$ cat config.mk
export PLATFORM = sky130hd
export DESIGN_NAME = rs_sqrt_param
export DESIGN_NICKNAME = d
export VERILOG_FILES = /design/src/rtl/rs_sqrt_param.sv
export SDC_FILE = /design/constraint.sdc
export NUM_CORES = 1
export LEC_CHECK = 0
export ABC_CLOCK_PERIOD_IN_PS = 3600
export BUFFER_PORTS_ARGS = -buffer_cell sky130_fd_sc_hd__buf_2
export CORE_UTILIZATION = 30
export DETAILED_ROUTE_END_ITERATION = 8
export SETUP_SLACK_MARGIN = 0.02
export SLEW_MARGIN = 0
export SYNTH_ARGS = -nofsm -noshare
export SYNTH_HDL_FRONTEND = slang
export SYNTH_SLANG_ARGS = --single-unit
$ cat constraint.sdc
create_clock -name clock -period 3.6 [get_ports clock]
set_clock_uncertainty 0.15 [all_clocks]
set_input_delay 0.36 -clock clock [delete_from_list [all_inputs] [get_ports clock]]
set_output_delay 0.36 -clock clock [all_outputs]
set_load 0.1 [all_outputs]
$ cat src/rtl/rs_sqrt_param.sv
// -----------------------------------------------------------------------------
// rs_sqrt_param
//
// Integer square root of an unsigned WIDTH-bit operand. It uses the restoring
// bit-pair algorithm and resolves one root bit per clock. After the request is
// accepted, the result appears RW = WIDTH/2 edges later and is held until the
// next operation completes.
//
// Parameters:
//   WIDTH    operand width (even, >= 4); root width RW = WIDTH/2
//   STATE_W  width of the exported state code
//
// Ports:
//   clock       system clock, rising edge
//   reset       asynchronous active-low reset
//   sqrt_start  request, sampled only in IDLE
//   data_in     operand, captured on the accepting edge
//   sqrt_done   one-cycle pulse, result valid
//   sqrt_busy   high from the accepting edge until DONE is left
//   data_out    floor(sqrt(operand))
//   rem_out     operand - data_out^2
//   perfect     remainder is zero
//   SQRTstate   current state code (IDLE=0, ITER=1, DONE=2)
// -----------------------------------------------------------------------------
module rs_sqrt_param #(
   parameter  int WIDTH   = 20,
   parameter  int STATE_W = 2,
   localparam int RW      = WIDTH / 2
) (
   input  logic               clock,
   input  logic               reset,
   input  logic               sqrt_start,
   input  logic [WIDTH-1:0]   data_in,
   output logic               sqrt_done,
   output logic               sqrt_busy,
   output logic [RW-1:0]      data_out,
   output logic [RW:0]        rem_out,
   output logic               perfect,
   output logic [STATE_W-1:0] SQRTstate
);

   localparam int CNT_W = (RW > 1) ? $clog2(RW) : 1;

   typedef enum logic [1:0] {
      IDLE = 2'd0,
      ITER = 2'd1,
      DONE = 2'd2,
      BAD  = 2'd3
   } state_t;

   state_t           state_reg,   state_next;
   logic [WIDTH-1:0] op_reg,      op_next;
   logic [RW-1:0]    q_reg,       q_next;
   logic [RW+1:0]    r_reg,       r_next;
   logic [CNT_W-1:0] cnt_reg,     cnt_next;
   logic [RW-1:0]    root_reg,    root_next;
   logic [RW:0]      rem_reg,     rem_next;
   logic             perfect_reg, perfect_next;
   logic             done_reg,    done_next;
   logic             busy_reg,    busy_next;

   // One iteration of the bit-pair step, evaluated every cycle.
   logic [RW+1:0]    r_shift;
   logic [RW+1:0]    trial;
   logic [RW+1:0]    t_val;
   logic [RW-1:0]    q_iter;
   logic [RW+1:0]    r_iter;

   always_comb begin
      r_shift = (r_reg << 2) | {{RW{1'b0}}, op_reg[WIDTH-1 -: 2]};
      trial   = {q_reg, 2'b01};
      t_val   = r_shift - trial;
      // The MSB of the RW+2 bit difference is its sign. When it is set, the
      // trial subtraction failed, so keep the shifted remainder.
      if (!t_val[RW+1]) begin
         r_iter = t_val;
         q_iter = (q_reg << 1) | {{(RW-1){1'b0}}, 1'b1};
      end else begin
         r_iter = r_shift;
         q_iter = q_reg << 1;
      end
   end

   always_comb begin
      state_next   = state_reg;
      op_next      = op_reg;
      q_next       = q_reg;
      r_next       = r_reg;
      cnt_next     = cnt_reg;
      root_next    = root_reg;
      rem_next     = rem_reg;
      perfect_next = perfect_reg;
      done_next    = 1'b0;
      busy_next    = busy_reg;

      case (state_reg)
         IDLE: begin
            busy_next = 1'b0;
            if (sqrt_start) begin
               op_next    = data_in;
               q_next     = '0;
               r_next     = '0;
               cnt_next   = CNT_W'(RW - 1);
               busy_next  = 1'b1;
               state_next = ITER;
            end
         end
         ITER: begin
            op_next = op_reg << 2;
            q_next  = q_iter;
            r_next  = r_iter;
            if (cnt_reg == '0) begin
               // Register the result on the edge that enters DONE.
               root_next    = q_iter;
               rem_next     = r_iter[RW:0];
               perfect_next = (r_iter == '0);
               done_next    = 1'b1;
               state_next   = DONE;
            end else begin
               cnt_next = cnt_reg - CNT_W'(1);
            end
         end
         DONE: begin
            busy_next  = 1'b0;
            state_next = IDLE;
         end
         default: begin
            // Code 3 is unreachable in normal operation. Recover to IDLE.
            busy_next  = 1'b0;
            state_next = IDLE;
         end
      endcase
   end

   always_ff @(posedge clock or negedge reset) begin
      if (!reset) begin
         state_reg   <= IDLE;
         op_reg      <= '0;
         q_reg       <= '0;
         r_reg       <= '0;
         cnt_reg     <= '0;
         root_reg    <= '0;
         rem_reg     <= '0;
         perfect_reg <= 1'b0;
         done_reg    <= 1'b0;
         busy_reg    <= 1'b0;
      end else begin
         state_reg   <= state_next;
         op_reg      <= op_next;
         q_reg       <= q_next;
         r_reg       <= r_next;
         cnt_reg     <= cnt_next;
         root_reg    <= root_next;
         rem_reg     <= rem_next;
         perfect_reg <= perfect_next;
         done_reg    <= done_next;
         busy_reg    <= busy_next;
      end
   end

   assign sqrt_done = done_reg;
   assign sqrt_busy = busy_reg;
   assign data_out  = root_reg;
   assign rem_out   = rem_reg;
   assign perfect   = perfect_reg;
   assign SQRTstate = STATE_W'(state_reg);

endmodule

==> results of run 1 <==
[routing by layer]
layer	GRT usage	routed length, um
met1	0.162	3210
met2	0.233	3490
met3	0.0506	399
met4	0.0579	123
met5	0	0
[stage by stage]
step	instance area (um2)	hold WS [ns]	setup WS, ns	util
after detailed placement	3790	0.316	0.770	0.347
after floorplan	3400	-0.0856	1.10	-
after global routing	4090	0.104	0.506	0.374
final	4090	0.102	0.766	0.374
after global placement	3790	0.306	0.899	0.347
after CTS	4090	0.0854	0.753	0.374
[synth_stat cells, types with 2 or more instances]
library cell / instances
dfrtp_1: 70
nand2_1: 70
o21ai_0: 48
mux2i_1: 22
inv_1: 21
o21ai_1: 14
clkbuf_1: 12
ha_1: 12
xnor2_1: 10
nor2_1: 7
a21oi_1: 6
a22o_1: 3
and2_1: 3
o211ai_1: 3
o21a_1: 3
or3_1: 3
a31oi_1: 2
buf_2: 2
nand2b_1: 2
nand3b_1: 2
nor2b_1: 2
nor3_1: 2
nor4_1: 2
or2_2: 2
xor2_1: 2
[cells by family (layout without fill, tap and decap cells)]
family / Yosys count / after routing / share of synthesized area
AO/OA/AOI/OAI: 93 / 93 / 0.168
buffers and inverters: 36 / 91 / 0.0452
AND/OR/NAND/NOR: 100 / 100 / 0.129
multiplexers: 23 / 23 / 0.0680
flip-flops: 70 / 70 / 0.515
adder cells (fa/ha/maj): 12 / 12 / 0.0441
XOR/XNOR: 12 / 12 / 0.0309
[how the worst max path moves through the flow]
stage,from,to
floorplan,r_reg[6],r_reg[6]
global placement,r_reg[6],perfect
global route,r_reg[2],perfect
finish,r_reg[6],perfect
detailed placement,r_reg[6],perfect
CTS,r_reg[6],perfect
[final cells by class]
class	instances	area [um2]
timing repair buffer	54	288
sequential	70	1750
tap	140	175
fill	1132	6850
inverter	21	78.8
clock buffer	16	282
multi-input combinational	240	1510
[worst max-delay path, stage by stage (launching register included)]
cell	delay (ns)
dfrtp_1	0.40
ha_1	0.36
a21o_1	0.22
a221o_1	0.36
a311o_1	0.38
o2111ai_4	0.27
mux2i_1	0.35
o211ai_1	0.15
o21ai_2	0.13
==> results.yml, run 1 <==
worst_hold_path:
  hold_start: "data_in[0]"
  whs_endpoint: "op_reg[0]"
  min_path_cells: 2
  hold_class: "input pin to register"
sta:
  finalHoldViolCount: 0
  setup_viol: 0
  worstMarginPinSlew_ns: 1.19
  finalCriticalPeriod_ns: 2.83
  min_period_over_period: 0.787
  fmax_ghz: 0.353
  grt_setup_unrepaired: "no"
  slew_violations: 0
  setup_tns_ns: 0
  relSlewSlack: 0.207
cts:
  clk_latency_ns: 0.33
  cts.sinks: 70
  cts_buffers: 9
  postCtsSetupBuffers: 0
  root_buffer: "clkbuf_16"
  cts_tree: "built"
  htreeDepth: 3
  cts-resized-gates: 0
  hold_buffers: 1
  clockBufferDepth: 2
  clk_pin_slew_ns: 0.05
synthesis:
  yosysSeqAreaShare: 0.515
  avgSynthCellArea_um2: 9.83
  synth_area_um2: 3400
  synth_edf_count: 0
  async_flop_share: 1.00
  synth_cell_type_count: 46
  synth-main-ff-cell: "dfrtp_1"
  synth_top_area_frac: 0.515
  yosys-top-cells-area: "dfrtp_1 (51%), nand2_1 (7.7%), o21ai_0 (7.1%)"
  syn-instance-count: 346
  yosysTopAreaCell: "dfrtp_1"
  ys_ff_latch: 70
  ys_warn_count: 0
  syn_nets: 381
status:
  status: "finished, final reports clean"
finish:
  drive_gt1_frac: 0.182
  syn_to_final_growth_pct: 20.1
  final_cell_mix: "dfrtp_1 (70), nand2_1 (70), o21ai_0 (48), buf_2 (48), mux2i_1 (22)"
  fin_cells: 541
  largest_reg_flops: 20
  antennaDiodeCount: 0
  num-nets-final: 431
setup_path:
  r2r_setup_slack_ns: 0.77
  reg2reg_depth: 8
  r2r-start: "r_reg[6]"
  path_class: "register to register"
  arrival_ns: 2.95
  startpoint_type: "register"
  end_kind: "register"
  crit_fanout: 18
  r2r-end: "perfect"
  worstPathRequired_ns: 3.71
global_route:
  grt_remaining_overflow: 0
  gr-usage-all-layers: 0.140
  grt_start_max_net_pins: 59
  grt_pass1_wl_um: 12500
  antenna_found_initial: 0
  grt_pass1_vias: 2617
flow_run:
  max_cap_violations: 0
route:
  drt-total-wl_um: 7220
  first_pass_iters: 4
  vias: 2541
  vias_per_cell: 4.70
  drt_iter0_markers: 57
  route.detailed.drc: 0
  ant_nets: 0
  drt-wirelength-per-cell_um: 13.4
floorplan:
  ios: 49
  die_w_um: 108
  coreArea_um2: 10900
  rows: 38
  die-area_um2: 11800
  die_h_um: 108
  start_util: 0.311
placement:
  dp.cells: 524
  gp_congestion: 0.876
  hpwl_um: 5270
  numPortBuffers: 48
Power of run 1 is left out: the tool's default activity adds up to more than one toggle a clock period on the data nets, which glitch-free logic cannot reach.
==> run 2: changes to the inputs <==
--- a/config.mk
+++ b/config.mk
@@ -5,7 +5,7 @@
 export SDC_FILE = /design/constraint.sdc
 export NUM_CORES = 1
 export LEC_CHECK = 0
-export ABC_CLOCK_PERIOD_IN_PS = 3600
+export ABC_CLOCK_PERIOD_IN_PS = 2300
 export BUFFER_PORTS_ARGS = -buffer_cell sky130_fd_sc_hd__buf_2
 export CORE_UTILIZATION = 30
 export DETAILED_ROUTE_END_ITERATION = 8
==> constraint.sdc (replaced) <==
create_clock -name clock -period 2.3 [get_ports clock]
set_clock_uncertainty 0.15 [all_clocks]
set_input_delay 0.23 -clock clock [delete_from_list [all_inputs] [get_ports clock]]
set_output_delay 0.23 -clock clock [all_outputs]
set_load 0.1 [all_outputs]
==> results.yml, run 2 (synthesis gave the netlist of run 1 again) <==
status:
  status: "finished, violations left"
  violations: "negative setup slack"
setup_path:
  arrival_ns: 2.59
  end_kind: "register"
  startpoint_type: "register"
  path_class: "register to register"
  reg2reg_depth: 10
  crit_fanout: 13
  worstPathRequired_ns: 2.37
sta:
  slew_violations: 0
  min_period_over_period: 1.09
  worstMarginPinSlew_ns: 1.19
  fin_ws_ns: -0.218
  relSlewSlack: 0.203
  finalHoldViolCount: 0
  grt_setup_unrepaired: "yes"
  fmax_ghz: 0.397
  setup_viol: 24
  finalCriticalPeriod_ns: 2.52
cts:
  clockBufferDepth: 2
  htreeDepth: 3
  clk_latency_ns: 0.34
  cts_buffers: 9
  clk_pin_slew_ns: 0.06
  cts_tree: "built"
  root_buffer: "clkbuf_16"
  cts.sinks: 70
route:
  vias: 2771
  ant_nets: 0
  drt-wirelength-per-cell_um: 13.0
  vias_per_cell: 4.63
  drt-total-wl_um: 7790
  drt_iter0_markers: 55
  route.detailed.drc: 0
  first_pass_iters: 4
finish:
  post-route-cell-area_um2: 4690
  largest_reg_flops: 20
  final_cell_mix: "nand2_1 (70), dfrtp_1 (69), buf_4 (56), buf_2 (48), o21ai_0 (43)"
  num-nets-final: 488
  final_common_cell: "nand2_1"
  syn_to_final_growth_pct: 37.9
  antennaDiodeCount: 0
  drive_gt1_frac: 0.330
worst_hold_path:
  hold_class: "input pin to register"
  min_path_cells: 3
global_route:
  grt_remaining_overflow: 0
  antenna_found_initial: 0
  grt_use_met3: 0.0524
  grt_start_max_net_pins: 59
  grt_util_met2: 0.255
  gr-usage-all-layers: 0.149
  grt_pass1_wl_um: 13400
  gr-usage-met1: 0.173
  grt_busiest_layer: "met2"
  grt_pass1_vias: 2880
placement:
  numPortBuffers: 48
  gp_congestion: 0.814
  placed_cell_area_um2: 4250
  hpwl_um: 5750
floorplan:
  die-area_um2: 11800
  coreArea_um2: 10900
  die_w_um: 108
  rows: 38
  start_util: 0.311
  ios: 49
  die_h_um: 108
flow_run:
  max_cap_violations: 0
-- run 2: changes by cell type in the layout (fill, tap and decap cells not counted), sizes merged --
cell	change
dlygate4sd3	+2
bufinv	+1
clkinvlp	+1
buf	+55
clkbuf	-6
clkinv	+4
-- run 2: through the flow --
stage               hold WS, ns   util  setup WS, ns  cells  TNS [ns]
global placement         0.0414  0.388        -0.188    576     -2.57
finish                   0.0271  0.429        -0.218    598     -3.44
floorplan                -0.216      -       -0.0648    346    -0.572
detailed placement       0.0419  0.388        -0.210    576     -3.33
CTS                      0.0232  0.422        -0.187    595     -2.87
global route             0.0486  0.429        -0.307    598     -5.64
-- run 2: metal layers --
layer / wire [um] / vias to the layer above
met5: 0 / -
met3: 388 / 7
met4: 76 / 0
met1: 3480 / 1300
li1: - / 1414
met2: 3840 / 50
-- run 2: area by class of cell --
cell class	count	area, um2
Timing Repair Buffer	111	753
Clock buffer	10	239
Multi-Input combinational cell	240	1630
Sequential cell	70	1750
Tap cell	140	175
Inverter	21	78.8
Fill cell	1080	6240
Clock inverter	6	61.3
-- run 2: path summary, 6_finish.rpt --
kind                             start           end  slack, ns
min reg2reg                data_out[0]   data_out[0]       0.32
max                           q_reg[6]   rem_out[10]      -0.22
max reg2reg                   q_reg[6]   rem_out[10]      -0.22
min in group asynchronous        reset    rem_out[6]       0.23
min                         data_in[2]     op_reg[2]       0.03
max in group asynchronous        reset  SQRTstate[0]       1.20
-- run 2: timing repair --
action / in CTS / in global routing
endpoints found under the setup margin: 23 / 23
setup buffers: 0 / 3
pin swaps: 0 / 4
endpoints found under the hold margin: 17 / 0
gates cloned: 0 / 0
gates resized for setup: 10 / 12
hold buffers: 3 / 0
-- run 2: worst max-delay path: stages (launching register included) --
cell and delay (ns):
dfrtp_1 0.39, inv_2 0.08, ha_4 0.20, a21o_1 0.17, a221o_1 0.38, a311o_1 0.32
o2111ai_4 0.11, buf_12 0.19, o21ai_1 0.08, a31o_1 0.22, o21a_1 0.11
Power of run 2 is left out for the same reason.
==> run 3: changes to the inputs <==
--- a/config.mk
+++ b/config.mk
@@ -9,6 +9,7 @@
 export BUFFER_PORTS_ARGS = -buffer_cell sky130_fd_sc_hd__buf_2
 export CORE_UTILIZATION = 30
 export DETAILED_ROUTE_END_ITERATION = 8
+export REMOVE_ABC_BUFFERS = 1
 export SETUP_SLACK_MARGIN = 0.02
 export SLEW_MARGIN = 0
 export SYNTH_ARGS = -nofsm -noshare
==> results.yml, run 3 (synthesis gave the netlist of run 1 again) <==
floorplan:
  ios: 49
  die_h_um: 108
  die_w_um: 108
  rows: 38
  start_util: 0.311
  die-area_um2: 11800
  coreArea_um2: 10900
route:
  first_pass_iters: 5
  vias: 2826
  drt-total-wl_um: 7710
  drt_iter0_markers: 64
  ant_nets: 0
  route.detailed.drc: 0
  drt-wirelength-per-cell_um: 12.7
  vias_per_cell: 4.66
global_route:
  grt_pass1_vias: 2855
  grt_start_max_net_pins: 44
  antenna_found_initial: 0
  gr-usage-all-layers: 0.147
  grt_remaining_overflow: 0
  grt_pass1_wl_um: 13200
status:
  status: "finished, violations left"
  violations: "negative setup slack"
sta:
  finalHoldViolCount: 0
  setup_tns_ns: -4.32
  slew_violations: 0
  fmax_ghz: 0.395
  finalCriticalPeriod_ns: 2.53
  hold_slack_ns: 0.0252
  relSlewSlack: 0.554
  grt_setup_unrepaired: "yes"
  fin_ws_ns: -0.231
  worstMarginPinSlew_ns: 0.668
  min_period_over_period: 1.10
  setup_viol: 24
setup_path:
  startpoint_type: "register"
  crit_fanout: 7
  worstPathRequired_ns: 2.40
  path_class: "register to register"
  arrival_ns: 2.64
  end_kind: "register"
placement:
  hpwl_um: 5660
  placed_cell_area_um2: 4210
  numPortBuffers: 48
  gp_congestion: 0.818
cts:
  cts.sinks: 70
  root_buffer: "clkbuf_16"
  htreeDepth: 3
  clk_pin_slew_ns: 0.06
  cts_tree: "built"
  cts_buffers: 9
  clockBufferDepth: 2
  clk_latency_ns: 0.34
finish:
  final_cell_mix: "dfrtp_1 (69), nand2_1 (69), buf_4 (61), buf_2 (48), o21ai_0 (42)"
  num-nets-final: 496
  syn_to_final_growth_pct: 40.5
  drive_gt1_frac: 0.345
  post-route-cell-area_um2: 4780
  antennaDiodeCount: 0
  largest_reg_flops: 20
flow_run:
  max_cap_violations: 0
worst_hold_path:
  hold_class: "input pin to register"
-- run 3: timing repair --
item                                    CTS  global route
gates resized for setup                  25            14
endpoints found under the setup margin   24            24
setup buffers                             8             2
cloned                                    1             0
hold buffers                              3             0
pin swaps                                11             8
endpoints found under the hold margin    28             0
-- run 3: critical path, cell delays in order (launching register included) --
cell and delay, ns:
dfrtp_1 0.38, ha_1 0.31, and2_1 0.16, a221o_1 0.37, a311o_1 0.33, o2111ai_4 0.14, buf_4 0.18, buf_6 0.10
buf_4 0.11, o21ai_2 0.05, o21ai_0 0.14
-- run 3: routing by layer --
metal / share of wire / track usage / vias up
met5: 0 / 0 / -
met4: 0.011 / 0.0405 / 0
met3: 0.061 / 0.0597 / 13
met2: 0.49 / 0.244 / 66
met1: 0.44 / 0.176 / 1316
li1: - / - / 1431
-- run 3: through the flow --
stage,utilization,cells,setup WS [ns]
2_1_floorplan,-,331,-1.94
5_1_grt,0.437,606,-0.382
3_5_place_dp,0.385,576,-0.353
3_3_place_gp,0.385,576,-0.284
6_report,0.437,606,-0.231
4_1_cts,0.429,604,-0.233
-- run 3: area by class of cell --
cell class,instances,area (um2)
fill,1076,6150
sequential,70,1750
multi-input combinational,240,1650
timing repair buffer,119,825
clock buffer,11,243
tap,140,175
inverter,21,78.8
clock inverter,5,58.8
-- run 3: final timing paths --
path | start | end | slack [ns] | cells past startpoint
max reg2reg | r_reg[7] | r_reg[1] | -0.23 | 10
min | data_in[9] | op_reg[9] | 0.03 | 3
min reg2reg | perfect | perfect | 0.32 | 2
max | r_reg[7] | r_reg[1] | -0.23 | 10
max in group asynchronous | reset | q_reg[1] | 1.05 | 3
min in group asynchronous | reset | rem_out[8] | 0.31 | 2
Power of run 3 is left out for the same reason.
